===== src/rtl/alu_pkg.sv =====
// Shared op codes, FSM states and op classification for multicycle_alu.
// Honours MULTICYCLE_ALU_DIV_EN: when undefined, only MUL counts as multi-cycle.
package alu_pkg;

    localparam logic [3:0] ALU_AND  = 4'd0;
    localparam logic [3:0] ALU_OR   = 4'd1;
    localparam logic [3:0] ALU_ADD  = 4'd2;
    localparam logic [3:0] ALU_XOR  = 4'd3;
    localparam logic [3:0] ALU_SUB  = 4'd6;
    localparam logic [3:0] ALU_SLT  = 4'd7;
    localparam logic [3:0] ALU_MUL  = 4'd8;
    localparam logic [3:0] ALU_DIVU = 4'd9;
    localparam logic [3:0] ALU_REMU = 4'd10;

    typedef enum logic [1:0] {IDLE, BUSY, DONE} aluState_t;

    // Divide-by-zero is still single-cycle; the caller filters that case on B.
    function automatic logic isMultiCycle(input logic [3:0] op);
`ifdef MULTICYCLE_ALU_DIV_EN
        return (op == ALU_MUL) || (op == ALU_DIVU) || (op == ALU_REMU);
`else
        return (op == ALU_MUL);
`endif
    endfunction

endpackage


===== src/rtl/iter_muldiv.sv =====
// N-iteration shift-add multiplier and restoring divider sharing one set of registers.
// The divider datapath exists only when MULTICYCLE_ALU_DIV_EN is defined.
module iter_muldiv
    import alu_pkg::*;
#(
    parameter int N     = 32,
    parameter int CNT_W = $clog2(N + 1)
) (
    input  logic         clk,
    input  logic         rst,
    input  logic         start,
    input  logic [3:0]   op,
    input  logic [N-1:0] a,
    input  logic [N-1:0] b,
    output logic         done,
    output logic [N-1:0] result
);

    logic [CNT_W-1:0] count;
    logic [N-1:0]     regA;
    logic [N-1:0]     regB;
    logic [N-1:0]     acc;
    logic [N-1:0]     mulSum;

    // regA shifts the multiplicand left while regB shifts the multiplier right.
    assign mulSum = acc + (regB[0] ? regA : '0);
    assign done   = (count == CNT_W'(1));

`ifdef MULTICYCLE_ALU_DIV_EN
    logic         isDiv;
    logic         wantRem;
    logic [N:0]   shifted;
    logic [N:0]   trial;
    logic         fits;
    logic [N-1:0] remNext;
    logic [N-1:0] quoNext;

    // For division acc is the partial remainder and regA shifts the dividend out as quotient bits shift in.
    assign shifted = {acc, regA[N-1]};
    assign trial   = shifted - {1'b0, regB};
    assign fits    = ~trial[N];
    assign remNext = fits ? trial[N-1:0] : shifted[N-1:0];
    assign quoNext = {regA[N-2:0], fits};
    assign result  = !isDiv ? mulSum : (wantRem ? remNext : quoNext);
`else
    logic unusedOp;
    assign unusedOp = ^op;
    assign result   = mulSum;
`endif

    always_ff @(posedge clk or posedge rst) begin
        if (rst) begin
            count   <= '0;
            regA    <= '0;
            regB    <= '0;
            acc     <= '0;
`ifdef MULTICYCLE_ALU_DIV_EN
            isDiv   <= 1'b0;
            wantRem <= 1'b0;
`endif
        end else if (start) begin
            count   <= CNT_W'(N);
            regA    <= a;
            regB    <= b;
            acc     <= '0;
`ifdef MULTICYCLE_ALU_DIV_EN
            isDiv   <= (op != ALU_MUL);
            wantRem <= (op == ALU_REMU);
`endif
        end else if (count != '0) begin
            count <= count - CNT_W'(1);
`ifdef MULTICYCLE_ALU_DIV_EN
            if (isDiv) begin
                acc  <= remNext;
                regA <= quoNext;
            end else begin
                acc  <= mulSum;
                regA <= regA << 1;
                regB <= regB >> 1;
            end
`else
            acc  <= mulSum;
            regA <= regA << 1;
            regB <= regB >> 1;
`endif
        end
    end

endmodule


===== src/rtl/multicycle_alu.sv =====
// Handshaked ALU: single-cycle logic/add ops plus iterative MUL (and DIVU/REMU
// when MULTICYCLE_ALU_DIV_EN is defined), with a registered result and zero flag.
module multicycle_alu
    import alu_pkg::*;
#(
    parameter int N = 32,
    localparam int CNT_W = $clog2(N + 1)
) (
    input  logic         clk,
    input  logic         rst,
    input  logic         in_valid,
    output logic         in_ready,
    input  logic [N-1:0] A,
    input  logic [N-1:0] B,
    input  logic [3:0]   sel,
    output logic         out_valid,
    input  logic         out_ready,
    output logic [N-1:0] out,
    output logic         ZFlag
);

    aluState_t    state;
    aluState_t    nextState;
    logic         accept;
    logic         isMulti;
    logic         mdDone;
    logic [N-1:0] mdResult;
    logic [N-1:0] singleResult;
    logic         doSub;
    logic [N-1:0] sum;
    logic         slt;

    assign in_ready  = (state == IDLE) || ((state == DONE) && out_ready);
    assign out_valid = (state == DONE);
    assign accept    = in_valid && in_ready;
    assign ZFlag     = (out == '0);

`ifdef MULTICYCLE_ALU_DIV_EN
    assign isMulti = isMultiCycle(sel) && !(((sel == ALU_DIVU) || (sel == ALU_REMU)) && (B == '0));
`else
    assign isMulti = isMultiCycle(sel);
`endif

    // One adder serves ADD, SUB and SLT; SLT falls back to the sign of A-B only when signs agree.
    assign doSub = (sel == ALU_SUB) || (sel == ALU_SLT);
    assign sum   = A + (doSub ? ~B : B) + {{(N-1){1'b0}}, doSub};
    assign slt   = (A[N-1] != B[N-1]) ? A[N-1] : sum[N-1];

    always_comb begin
        singleResult = '0;
        case (sel)
            ALU_AND:  singleResult = A & B;
            ALU_OR:   singleResult = A | B;
            ALU_ADD:  singleResult = sum;
            ALU_XOR:  singleResult = A ^ B;
            ALU_SUB:  singleResult = sum;
            ALU_SLT:  singleResult = {{(N-1){1'b0}}, slt};
`ifdef MULTICYCLE_ALU_DIV_EN
            ALU_DIVU: singleResult = '1;
            ALU_REMU: singleResult = A;
`endif
            default:  singleResult = '0;
        endcase
    end

    iter_muldiv #(.N(N), .CNT_W(CNT_W)) muldiv (
        .clk    (clk),
        .rst    (rst),
        .start  (accept && isMulti),
        .op     (sel),
        .a      (A),
        .b      (B),
        .done   (mdDone),
        .result (mdResult)
    );

    always_ff @(posedge clk or posedge rst) begin
        if (rst) state <= IDLE;
        else     state <= nextState;
    end

    // DONE with out_ready doubles as IDLE so back-to-back single-cycle ops run at one per clock.
    always_comb begin
        nextState = state;
        case (state)
            IDLE:    if (accept) nextState = isMulti ? BUSY : DONE;
            BUSY:    if (mdDone) nextState = DONE;
            DONE:    if (out_ready) nextState = in_valid ? (isMulti ? BUSY : DONE) : IDLE;
            default: nextState = IDLE;
        endcase
    end

    always_ff @(posedge clk or posedge rst) begin
        if (rst)                          out <= '0;
        else if (accept && !isMulti)      out <= singleResult;
        else if (state == BUSY && mdDone) out <= mdResult;
    end

endmodule


===== config.mk =====
export PLATFORM = sky130hd
export DESIGN_NAME = multicycle_alu
export DESIGN_NICKNAME = d
export VERILOG_FILES = /design/src/rtl/alu_pkg.sv /design/src/rtl/iter_muldiv.sv /design/src/rtl/multicycle_alu.sv
export SDC_FILE = /design/constraint.sdc
export NUM_CORES = 1
export LEC_CHECK = 0
export CAP_MARGIN = 20
export CORE_MARGIN = 2
export CORE_UTILIZATION = 44
export CTS_CLUSTER_SIZE = 25
export DETAILED_ROUTE_END_ITERATION = 8
export PLACE_DENSITY = 0.62
export REMOVE_ABC_BUFFERS = 1
export SLEW_MARGIN = 15
export SYNTH_ARGS = -nofsm -noshare
export SYNTH_HDL_FRONTEND = slang
export SYNTH_SLANG_ARGS = --single-unit

===== constraint.sdc =====
create_clock -name clk -period 5.1 [get_ports clk]
set_clock_uncertainty 0.15 [all_clocks]
set_input_delay 1.275 -clock clk [delete_from_list [all_inputs] [get_ports clk]]
set_output_delay 1.275 -clock clk [all_outputs]
set_load 0.01 [all_outputs]

==> run metrics <==
status finished clean; Nets ~1700; grt ovf 0; area leader, netlist dfrtp_1; layout cells sized above 1 under 10%; vias in the first global route just over 10000; WS Path Type in2reg; largest net degree at the start of global routing 84; Die Span X around 170 um; Max Freq between 200 and 250 MHz; Post-synth EDFFs 0; reg-to-reg setup timing slack between 0.9 and 1 ns; antenna violations before repair 0; CTS buffer count 17; Cells after Synth roughly 1400; die area about 27000 sq um; Core ar. between 20000 and 30000 sq um; post_cts resized 0; Worst Hold Class reg2reg; Final period util 93.09%; CP startpoint kind primary input; Root Buffer Master clkbuf_16; # IOs between 100 and 150; CTS sink cnt approximately 140; xor and xnor fraction of the mapped netlist area roughly 6.2%; GRT Total Usage 26.50%; Min-Delay Path Depth 2; synthesized area about 11000 sq um; area share of the largest cell type after synthesis between 20% and 30%; Die Y-Extent between 150 and 200 um; final hold vios 0; max cap viols 0; peak supply drop a little under 0.0002 V; routed vias 10850; Worst R2R End out[31]; crit path max fanout 16; Seq cells post-synth approximately 140; Worst Setup End Kind register; Async SR Flop Fraction 100.0%; final cell count without fillers around 1900; hold buffer count at cts 0; main combinational cell family by area after synthesis compound AO/OA/AOI/OAI gates; average size of a mapped cell roughly 8.0 sq um; post-CTS setup repair buffer count 0; CTS tree yes; post-synthesis sequential area ratio just under 30%; port bufs ~110; initial DRC count around 1100; DR vias/cell approximately 5.8; worst-margin pin slew about 1.1 ns; post-synthesis simple-gate area fraction between 20 and 25%; Max H-tree Level 4; slowest stage delay, CP ~0.5 ns; RSZ-0062 raised after global routing no; synth unique cells 77; fill cell count roughly 2500; Hold Path End muldiv.acc[13]; first-pass GRT wire length approximately 56000 um; final slew viol count 0; CP Depth 15; Placed Instances between 1500 and 2000; final core utilization between 50% and 60%; Hold WS ~0.37 ns; Worst Path Arrival 4.91 ns; delay-heaviest family, CP simple AND/OR/NAND/NOR gates; Leak ~6.3 nW; area delta synth->final 19.23%; final antenna diode count 0; commonest non-fill, non-tap cell in the layout nand2_1; Final min period between 4 and 5 ns; worst r2r path cells 13; WL per Instance approximately 19 um; mux cell area share after synthesis less than 1%; Worst R2R Start muldiv.regB[0]; post-synthesis compound-gate area fraction 23.15%; std cell rows 59; DRC 0; adder-cell share of the synthesized area between 10% and 20%; Primary FF master, synth dfrtp_1; dpl hpwl between 20000 and 30000 um; largest cells by area after synthesis dfrtp_1 (30%), ha_1 (14%), nand2_1 (7.3%), nor2_1 (5.7%), xnor2_1 (4.5%); worst path required time roughly 5.3 ns; Power Density between 400 and 500 nW/um^2; Buf+Inv Stages, Crit Path 2; final WL 35210 um; most frequent cells in the layout nand2_1 (222), nor2_1 (172), dfrtp_1 (136); Clk Latency, worst-skew pair about 0.44 ns; setup_tns 0 ns; final setup fails 0; Hold Crit Start muldiv.acc[13]; gpl congestion about 0.94; CTS max path bufs 2; DR pass1 iterations 5; Relative slew margins a little over a quarter; slowest CP cell or4_1; Starting Density 44.37%; warnings from Yosys 0; Reg clk slew, reported paths around 0.06 ns; Antenna Nets Post-Route 0; CP Cell Sequence clkdlybuf4s50_1, nand3b_1, buf_12, xnor2_1, ha_1, nand2_1, or4_1, or3_4, a21oi_2, o21a_4, o21ai_4, mux2i_4, o2111a_1, a2111oi_2, a21oi_1
## where the power goes
| part | leakage [nW] | internal (mW) | switching [mW] |
|---|---|---|---|
| registers | 1.68 | 1.56 | 0.380 |
| clock network | 0.311 | 0.888 | 0.541 |
| logic | 4.35 | 1.43 | 1.78 |
| total | 6.34 | 3.87 | 2.70 |
## tightest hold or removal path, stage by stage, from the launching register on
cell	delay, ns
dfrtp_1	0.38
nand2_1	0.06
a21oi_1	0.05
## per-stage QoR
| step | total power, mW | instance area (sq um) | worst slack, ns |
|---|---|---|---|
| floorplan | 4.038 | 11110 | -0.4738 |
| global placement | 5.050 | 13010 | -0.03010 |
| detailed placement | 5.099 | 13010 | -0.05332 |
| CTS | 6.545 | 13670 | 0.3733 |
| global route | 7.043 | 13670 | 0.09528 |
| finish | 6.569 | 13670 | 0.3523 |
## cells in the mapped netlist (6+ instances only)
master    count
a211oi_1     11
a31oi_1      73
nand2b_1      6
o21bai_1      9
a21oi_1      93
nor2b_1       8
inv_1        84
o211ai_1     12
nand3_1      17
a21o_1       23
clkbuf_1     67
nand2_1     223
nand4_1       9
o21a_1        9
and3_1        7
or3_1         6
nor4_1       11
xnor2_1      59
nor2_1      173
xor2_1       22
ha_1        127
and2_1       39
nor3_1       21
dfrtp_1     136
a221oi_1     43
o21ai_0      55
## final cells by class
class	instances	area, sq um	area share [%]
timing repair buffer	150	1441	10.54
tap	335	419.2	3.066
multi-input combinational	1144	7426	54.32
clock buffer	19	442.9	3.240
inverter	84	320.3	2.343
clock inverter	13	216.5	1.584
sequential	136	3403	24.90
## kinds of logic (layout without fill, tap and decap cells)
kind of cell,Yosys count,count (layout)
AND/OR/NAND/NOR,536,536
AO/OA/AOI/OAI,393,393
buffers and inverters,161,266
flip-flops,136,136
adder cells (fa/ha/maj),129,129
XOR/XNOR,81,81
multiplexers,5,5
## per-layer routing
metal | GRT usage [%] | up-vias | part of all wire, %
met4 | 7.210 | 0 | 1.8
met3 | 3.671 | 33 | 6.6
li1 | - | 5277 | -
met1 | 39.81 | 5195 | 48
met5 | 0 | - | 0
met2 | 39.72 | 341 | 43
## registers in the layout, summed over array words and instances (netlist names)
name / count
out: 32
muldiv.regB: 32
state: 2
muldiv.regA: 32
muldiv.count: 6
muldiv.acc: 32
## worst max path at each step
stage	end	from
global route	out[21]	sel[3]
finish	out[31]	sel[3]
detailed placement	out[31]	sel[3]
floorplan	out[31]	sel[3]
CTS	out[31]	sel[3]
global placement	out[31]	sel[3]
Note: power is estimated with default switching activity, not from simulation.
